## src/rtl/vram_arbiter.sv

```systemverilog
// Single-port arbiter for the six VRAM planes: video fetch has priority, and a
// starvation counter forces a waiting Z80 access through after CPU_MAX_WAIT losses.
module vram_arbiter #(
  parameter int CPU_MAX_WAIT = 4
) (
  input  logic        clk,
  input  logic        reset,
  input  logic        io_wr,
  input  logic [7:0]  io_addr,
  input  logic [7:0]  io_data,
  input  logic        cpu_req,
  input  logic        cpu_we,
  input  logic [12:0] cpu_addr,
  input  logic [7:0]  cpu_din,
  output logic [7:0]  cpu_dout,
  output logic        cpu_ack,
  output logic        cpu_wait_n,
  input  logic        vid_req,
  input  logic [12:0] vid_addr,
  output logic [47:0] vid_data,
  output logic        vid_valid,
  output logic        vid_overrun,
  output logic [12:0] ram_addr,
  output logic [7:0]  ram_din,
  output logic [5:0]  ram_we,
  input  logic [47:0] ram_q
);
  localparam int SW = $clog2(CPU_MAX_WAIT + 1);
  localparam logic [SW-1:0] MAX_W = SW'(CPU_MAX_WAIT);

  // state_q is the grant driving the RAM port in the current cycle.
  typedef enum logic [1:0] {IDLE, GRANT_V, GRANT_C} state_t;
  state_t state_q, state_d;

  logic [7:0]    rd_bank;
  logic [5:0]    wr_bank;
  logic          vid_pend, cpu_pend, cpu_we_q, cpu_gap_q, ack_we_q;
  logic [12:0]   vid_addr_q, cpu_addr_q;
  logic [7:0]    cpu_din_q, ack_rd_q;
  logic [SW-1:0] starve_q, starve_d;
  logic          vid_valid_q, cpu_ack_q, vid_overrun_q;
  logic [12:0]   ram_addr_q;
  logic [7:0]    ram_din_q;
  logic [5:0]    ram_we_q;

  logic          cpu_new, c_avail, v_avail, c_we_eff;
  logic [12:0]   v_addr_eff, c_addr_eff;
  logic [7:0]    c_din_eff;

  always_comb begin
    // A new CPU request is ignored from grant until the cycle after its ack.
    cpu_new    = cpu_req && !cpu_pend && (state_q != GRANT_C) && !cpu_ack_q && !cpu_gap_q;
    c_avail    = cpu_pend || cpu_new;
    v_avail    = vid_pend || vid_req;
    v_addr_eff = vid_req ? vid_addr : vid_addr_q;
    c_addr_eff = cpu_pend ? cpu_addr_q : cpu_addr;
    c_din_eff  = cpu_pend ? cpu_din_q : cpu_din;
    c_we_eff   = cpu_pend ? cpu_we_q : cpu_we;

    state_d = IDLE;
    if (v_avail && (starve_q < MAX_W)) state_d = GRANT_V;
    else if (c_avail)                  state_d = GRANT_C;
    else if (v_avail)                  state_d = GRANT_V;

    starve_d = starve_q;
    if ((state_d == GRANT_C) || !c_avail) starve_d = '0;
    else if (starve_q < MAX_W)            starve_d = starve_q + 1'b1;
  end

  always_ff @(posedge clk) begin
    if (reset) begin
      state_q       <= IDLE;
      starve_q      <= '0;
      rd_bank       <= '0;
      wr_bank       <= '0;
      vid_pend      <= 1'b0;
      vid_addr_q    <= '0;
      vid_overrun_q <= 1'b0;
      cpu_pend      <= 1'b0;
      cpu_we_q      <= 1'b0;
      cpu_addr_q    <= '0;
      cpu_din_q     <= '0;
      cpu_gap_q     <= 1'b0;
      ack_we_q      <= 1'b0;
      ack_rd_q      <= '0;
      vid_valid_q   <= 1'b0;
      cpu_ack_q     <= 1'b0;
      ram_addr_q    <= '0;
      ram_din_q     <= '0;
      ram_we_q      <= '0;
    end else begin
      state_q  <= state_d;
      starve_q <= starve_d;
      if (io_wr && (io_addr == 8'hF1)) rd_bank <= io_data;
      if (io_wr && (io_addr == 8'hF2)) wr_bank <= io_data[5:0];

      vid_pend <= v_avail && (state_d != GRANT_V);
      if (vid_req) vid_addr_q <= vid_addr;
      if (vid_req && vid_pend) vid_overrun_q <= 1'b1;

      cpu_pend <= c_avail && (state_d != GRANT_C);
      if (cpu_new) begin
        cpu_we_q   <= cpu_we;
        cpu_addr_q <= cpu_addr;
        cpu_din_q  <= cpu_din;
      end

      ram_we_q <= '0;
      if (state_d == GRANT_V) ram_addr_q <= v_addr_eff;
      if (state_d == GRANT_C) begin
        ram_addr_q <= c_addr_eff;
        ram_din_q  <= c_din_eff;
        ram_we_q   <= c_we_eff ? wr_bank : 6'b0;
        ack_we_q   <= c_we_eff;
        ack_rd_q   <= rd_bank;
      end

      vid_valid_q <= (state_q == GRANT_V);
      cpu_ack_q   <= (state_q == GRANT_C);
      cpu_gap_q   <= cpu_ack_q;
    end
  end

  always_comb begin
    cpu_dout = 8'h00;
    if (cpu_ack_q && !ack_we_q) begin
      case (ack_rd_q)
        8'd1:    cpu_dout = ram_q[7:0];
        8'd2:    cpu_dout = ram_q[15:8];
        8'd3:    cpu_dout = ram_q[23:16];
        8'd4:    cpu_dout = ram_q[31:24];
        8'd5:    cpu_dout = ram_q[39:32];
        8'd6:    cpu_dout = ram_q[47:40];
        default: cpu_dout = 8'h00;
      endcase
    end
  end

  assign vid_data    = vid_valid_q ? ram_q : 48'h0;
  assign vid_valid   = vid_valid_q;
  assign vid_overrun = vid_overrun_q;
  assign cpu_ack     = cpu_ack_q;
  assign cpu_wait_n  = ~(cpu_req & ~cpu_ack_q);
  assign ram_addr    = ram_addr_q;
  assign ram_din     = ram_din_q;
  assign ram_we      = ram_we_q;
endmodule

```

## config.mk

```make
export PLATFORM = sky130hd
export DESIGN_NAME = vram_arbiter
export DESIGN_NICKNAME = d
export VERILOG_FILES = /design/src/rtl/vram_arbiter.sv
export SDC_FILE = /design/constraint.sdc
export NUM_CORES = 1
export LEC_CHECK = 0
export ABC_AREA = 1
export BUFFER_PORTS_ARGS = -buffer_cell sky130_fd_sc_hd__buf_2
export CAP_MARGIN = 20
export CORE_AREA = 2 2 91 115
export CTS_BUF_LIST = sky130_fd_sc_hd__clkbuf_4
export CTS_CLUSTER_SIZE = 14
export DETAILED_ROUTE_END_ITERATION = 8
export DIE_AREA = 0 0 93 117
export PLACE_DENSITY_LB_ADDON = 0.05
export SLEW_MARGIN = 10
export SYNTH_ARGS = -nofsm -noshare
export SYNTH_HDL_FRONTEND = slang
export SYNTH_SLANG_ARGS = --single-unit
```

## constraint.sdc

```tcl
create_clock -name clk -period 2.2 [get_ports clk]
set_input_delay 0.22 -clock clk [delete_from_list [all_inputs] [get_ports clk]]
set_output_delay 0.22 -clock clk [all_outputs]
set_load 0.03 [all_outputs]
```

==> flow_summary.json, run 1 <==
{
  "status": "complete, no violations",
  "grt_pass1_vias": 4366,
  "gr-total-overflow": 0,
  "yosysUniqueCellTypes": 28,
  "fin_crit_sh": 0.953,
  "synth_compound_area_frac": 0.188,
  "switchingPower_uw": 1240,
  "post_drt_wl_per_cell_um": 12.0,
  "ir_drop_mv": 0.501,
  "die_h_um": 117,
  "worstMarginPinSlew_ns": 0.547,
  "setup_ws_ns": 0.104,
  "syn-cell-area_um2": 4770,
  "via_count": 5021,
  "path_delay_family": "simple AND/OR/NAND/NOR gates",
  "coreArea_um2": 9850,
  "critPathLaunchType": "register",
  "grt_max_degree": 50,
  "synth-main-ff-cell": "dfxtp_1",
  "final_antenna_net_count": 0,
  "layout_common_cells": "185 x buf_2, 150 x inv_1, 135 x nand2_1",
  "worstPathBufferInverterCount": 3,
  "yosys.area_share.simple": 0.232,
  "tns_ns": 0,
  "maxCapViolCount": 0,
  "drc": 0,
  "rows": 41,
  "syn-num-nets": 838,
  "route.met2.wl_um": 6380,
  "drive_gt1_frac": 0.284,
  "cts_tree": "done",
  "clockRootBuffer": "clkbuf_4",
  "hp-class": "in2reg",
  "fin_hold_ws_ns": 0.0459,
  "synth_edf_count": 0,
  "synthArstFlopShare": 0,
  "period_minus_slack_ns": 2.10,
  "finalHoldViolations": 0,
  "place.gp.congestion": 0.835,
  "synthMuxAreaShare": 0,
  "grt_setup_unrepaired": "no",
  "gr-usage-all-layers": 0.222,
  "dp_slack_ns": 0.151,
  "finalWirelength_um": 12600,
  "ios": 191,
  "setup_viol": 0,
  "drt_iter0_drc": 143,
  "clk_latency_ns": 0.44,
  "required_ns": 1.98,
  "fin_nets": 1022,
  "cts.path.max_buffers": 2,
  "path_cells": "inv_2 > nand2_2 > nor2_4 > buf_4 > nand3_1 > nand2_1 > nor2_1 > a21oi_1 > buf_2",
  "synth_xor_area_frac": 0.00183,
  "yosys_warnings": 0,
  "multi_input_area_um2": 2100,
  "fin_worst_skew_ns": 0.0107,
  "synth-adder-area-share": 0.00786,
  "cpMaxStageDelayCell": "dfxtp_1",
  "layout_commonest_cell": "buf_2",
  "wl_met1_um": 5150,
  "clk_pin_slew_ns": 0.14,
  "dp_hpwl_um": 9400,
  "dpl.cell_count": 1023,
  "powerDensity_nw_per_um2": 636,
  "routed.top_layer": "met5",
  "postSynthCellCount": 731,
  "setup.worst_path.class": "reg2out",
  "dr.pass1.iters": 4,
  "p_clk_frac": 0.270,
  "antenna_cells": 0,
  "nFillCells": 971,
  "vias_per_cell": 4.79,
  "cts_htree_levels": 3,
  "synth_top_family_by_area": "simple AND/OR/NAND/NOR gates",
  "grt_pass1_wl_um": 19400,
  "end_kind": "output pin",
  "crit_fanout": 6,
  "ys_ff_latch": 96,
  "wl_met3_um": 769,
  "slew_headroom": 0.635,
  "antenna_found_initial": 1,
  "register_area_um2": 1930,
  "p_int_uw": 2630,
  "synthToLayoutAreaGrowth_pct": 27.5,
  "port_buffers": 190,
  "final_cells": 1049,
  "cts_made_buffers": 9,
  "leakagePower_uw": 0.00348,
  "p_seq_frac": 0.497,
  "initial_core_util": 0.485,
  "switching_share": 0.320,
  "fmax_mhz": 477,
  "yosysSeqAreaShare": 0.403,
  "syn_area_per_cell_um2": 6.53,
  "slew_violations": 0,
  "cts_sinks": 96,
  "dieArea_um2": 10900,
  "cpPeakStageDelay_ns": 0.33,
  "die_x_um": 93,
  "p_comb_frac": 0.233,
  "critPathArrivalTime_ns": 1.88
}
==> cells in the mapped netlist, types with 2 or more instances <==
master	number	area [um2]
nor2_4	3	33.8
buf_1	3	11.3
buf_6	3	33.8
nor3_1	2	10.0
buf_2	15	75.1
ha_1	3	37.5
clkbuf_1	11	41.3
buf_4	2	15.0
nand2_1	138	518
inv_1	150	563
o21ai_0	38	190
o21ai_1	41	205
a21oi_1	66	330
o21a_1	13	97.6
nor2_2	6	37.5
o22ai_1	8	50.1
o21ai_2	2	17.5
dfxtp_1	96	1920
inv_2	16	60.1
nor2_1	60	225
nand3_1	48	240
==> power by group through the flow <==
stage,clock network [uW],logic (uW),registers [uW]
floorplan,0,507,2060
global placement,0,881,1960
detailed placement,0,900,1960
CTS,1070,903,1920
global route,1130,1010,1940
finish,1040,901,1920
==> tightest hold or removal path, delay by kind of cell <==
family                 cells  cell delay (ns)
buffers and inverters      1             0.09
AO/OA/AOI/OAI              1             0.07
AND/OR/NAND/NOR            1             0.08
==> worst paths after layout <==
kind         cells past startpoint  slack [ns]         from          end
max                              9        0.10  ack_rd_q[3]  cpu_dout[2]
max reg2reg                     15        0.27      cpu_ack  ram_addr[1]
min reg2reg                      1        0.44   state_q[1]    vid_valid
min                              3        0.05   io_data[3]   wr_bank[3]
==> flip-flops by register name, summed over array words and instances (netlist names) <==
name	cells
ack_rd_q	8
ack_we_q	1
cpu_ack	1
cpu_addr_q	13
cpu_din_q	8
cpu_gap_q	1
cpu_pend	1
cpu_we_q	1
ram_addr	13
ram_din	8
ram_we	6
rd_bank	8
starve_q	3
state_q	2
vid_addr_q	13
vid_overrun	1
vid_pend	1
vid_valid	1
wr_bank	6
==> stage by stage <==
stage | area, um2 | util | total power (uW)
after floorplan | 4780 | - | 2570
after detailed placement | 5780 | 0.587 | 2860
final | 6090 | 0.618 | 3870
after global placement | 5780 | 0.587 | 2840
after CTS | 6030 | 0.612 | 3900
after global routing | 6090 | 0.618 | 4080
==> per-layer routing <==
metal | track usage | up-vias
met5 | 0 | -
met1 | 0.247 | 2241
li1 | - | 2616
met4 | 0.0794 | 2
met3 | 0.0461 | 23
met2 | 0.416 | 139
==> repair_timing <==
action,4_1_cts,5_1_grt
buffers inserted,8,1
gates cloned,0,1
hold buffers,0,0
pin swaps,4,4
gates resized for setup,8,14
endpoints found under the setup margin,4,28
==> cell type report <==
type,count,area share
multi-input cells,435,0.345
clock buffers,10,0.0123
well taps,129,0.0265
clock inverters,6,0.0138
inverters,166,0.102
repair buffers,207,0.184
flip-flops and latches,96,0.316
==> cell families after synthesis <==
family / count (synthesis)
flops: 96
buf+inv: 200
simple gates: 262
fa+ha+maj: 3
xor+xnor: 1
compound gates: 169
No activity file was read; power rests on OpenSTA's default activity.
==> run 2, diff against run 1 <==
==> constraint.sdc (replaced) <==
create_clock -name clk -period 2.2 [get_ports clk]
set_input_delay 0.22 -clock clk [delete_from_list [all_inputs] [get_ports clk]]
set_output_delay 0.22 -clock clk [all_outputs]
set_load 0.05 [all_outputs]
==> flow_summary.json, run 2 (synthesis results as in run 1) <==
{
  "grt_setup_unrepaired": "yes",
  "antenna_found_initial": 1,
  "cts_tree": "done",
  "fin_worst_skew_ns": 0.0149,
  "critPathArrivalTime_ns": 1.90,
  "die_x_um": 93,
  "required_ns": 1.98,
  "critPathLaunchType": "register",
  "dp_hpwl_um": 9630,
  "final_antenna_net_count": 0,
  "worstMarginPinSlew_ns": 0.557,
  "path_delay_family": "simple AND/OR/NAND/NOR gates",
  "gr-usage-all-layers": 0.234,
  "powerDensity_nw_per_um2": 651,
  "vias_per_cell": 4.88,
  "synthToLayoutAreaGrowth_pct": 29.4,
  "leakagePower_uw": 0.00350,
  "post_drt_wl_per_cell_um": 12.4,
  "initial_core_util": 0.485,
  "fmax_mhz": 471,
  "slew_violations": 0,
  "switching_share": 0.345,
  "setup_ws_ns": 0.0767,
  "end_kind": "output pin",
  "coreArea_um2": 9850,
  "fin_hold_ws_ns": 0.0293,
  "cpPeakStageDelay_ns": 0.33,
  "switchingPower_uw": 1390,
  "fin_nets": 1022,
  "period_minus_slack_ns": 2.12,
  "port_buffers": 190,
  "r2r_slack_ns": 0.31,
  "min-delay-start": "io_data[1]",
  "p_comb_frac": 0.262,
  "p_clk_frac": 0.260,
  "gr-total-overflow": 0,
  "drt_iter0_drc": 150,
  "clk_latency_ns": 0.45,
  "dieArea_um2": 10900,
  "finalHoldViolations": 0,
  "drive_gt1_frac": 0.296,
  "p_int_uw": 2630,
  "dr.pass1.iters": 6,
  "crit_fanout": 8,
  "finalWirelength_um": 13100,
  "slew_headroom": 0.628,
  "clockRootBuffer": "clkbuf_4",
  "path_cells": "inv_2 > nand2_4 > nor2_4 > nand3_1 > nand2_2 > inv_1 > a21oi_1 > buf_4",
  "setup.worst_path.class": "reg2out",
  "layout_common_cells": "182 x buf_2, 150 x inv_1, 131 x nand2_1",
  "die_h_um": 117,
  "clk_pin_slew_ns": 0.14,
  "ios": 191,
  "layout_commonest_cell": "buf_2",
  "fin_crit_sh": 0.965,
  "place.gp.congestion": 0.801,
  "worstPathBufferInverterCount": 3,
  "drc": 0,
  "setup_viol": 0,
  "p_seq_frac": 0.479,
  "cts_sinks": 96,
  "nFillCells": 1008,
  "r2r_start": "cpu_ack",
  "status": "complete, no violations",
  "hp-class": "in2reg",
  "cpMaxStageDelayCell": "dfxtp_1",
  "grt_pass1_wl_um": 20400,
  "cts_htree_levels": 3,
  "maxCapViolCount": 0,
  "worstSetupStartpoint": "ack_rd_q[3]",
  "grt_max_degree": 50,
  "ir_drop_mv": 0.461,
  "dp_slack_ns": 0.158,
  "grt_pass1_vias": 4502,
  "rows": 41,
  "cts_made_buffers": 9,
  "via_count": 5124,
  "cts.path.max_buffers": 2
}
[run 2: changes by cell type in the layout (fill, tap and decap cells not counted), sizes merged]
cell and delta:
buf -2, clkbuf +2, clkinvlp -2, clkinv +1, diode +1
[run 2: worst paths after layout]
path	to	depth (start not counted)
max	cpu_dout[6]	8
min	wr_bank[1]	3
max reg2reg	ack_we_q	14
min reg2reg	ram_we[0]	2
[run 2: worst register-to-register path: cells and delay by family (launching register included)]
kind,cells,cell delay (ns)
buffers and inverters,4,0.30
DFF,1,0.36
adders and majority gates,1,0.21
AOI/OAI and AO/OA,3,0.36
and+or+nand+nor,6,0.60
[run 2: power groups by stage]
stage | combinational, uW | sequential, uW | clock [uW]
after floorplan | 570 | 2150 | 0
after detailed placement | 1050 | 1960 | 0
after CTS | 1050 | 1930 | 1080
final | 1050 | 1930 | 1040
after global routing | 1160 | 1940 | 1150
after global placement | 1030 | 1960 | 0
[run 2: final cells by class]
type,instances,area (um2),area share
clock inverters,5,82.6,0.0134
clock buffers,10,75.1,0.0121
inverters,166,623,0.101
well taps,129,161,0.0261
repair buffers,207,1160,0.189
multi-input cells,435,2140,0.347
diodes,1,2.50,0.000405
flip-flops and latches,96,1930,0.312
[run 2: routing by layer]
metal,vias to the layer above,track usage,part of all wire
met2,170,0.424,0.51
met3,25,0.0602,0.061
met1,2303,0.268,0.41
met4,2,0.0804,0.022
li1,2624,-,-
met5,-,0,0.0010
[run 2: metrics by stage]
| step | util | power, uW | setup TNS, ns | instances | area (um2) |
|---|---|---|---|---|---|
| floorplan | - | 2720 | 0 | 731 | 4780 |
| global placement | 0.587 | 2990 | 0 | 1023 | 5780 |
| detailed placement | 0.587 | 3010 | 0 | 1023 | 5780 |
| CTS | 0.608 | 4060 | -0.000231 | 1039 | 5990 |
| global route | 0.627 | 4250 | -0.110 | 1048 | 6180 |
| finish | 0.627 | 4020 | 0 | 1049 | 6180 |
[run 2: repair_timing]
| action | in CTS | in global routing |
|---|---|---|
| resized for setup | 10 | 29 |
| buffers inserted | 1 | 5 |
| setup endpoints to repair | 8 | 28 |
| pin swaps | 2 | 8 |
| hold buffers | 0 | 0 |
| cloned | 0 | 4 |
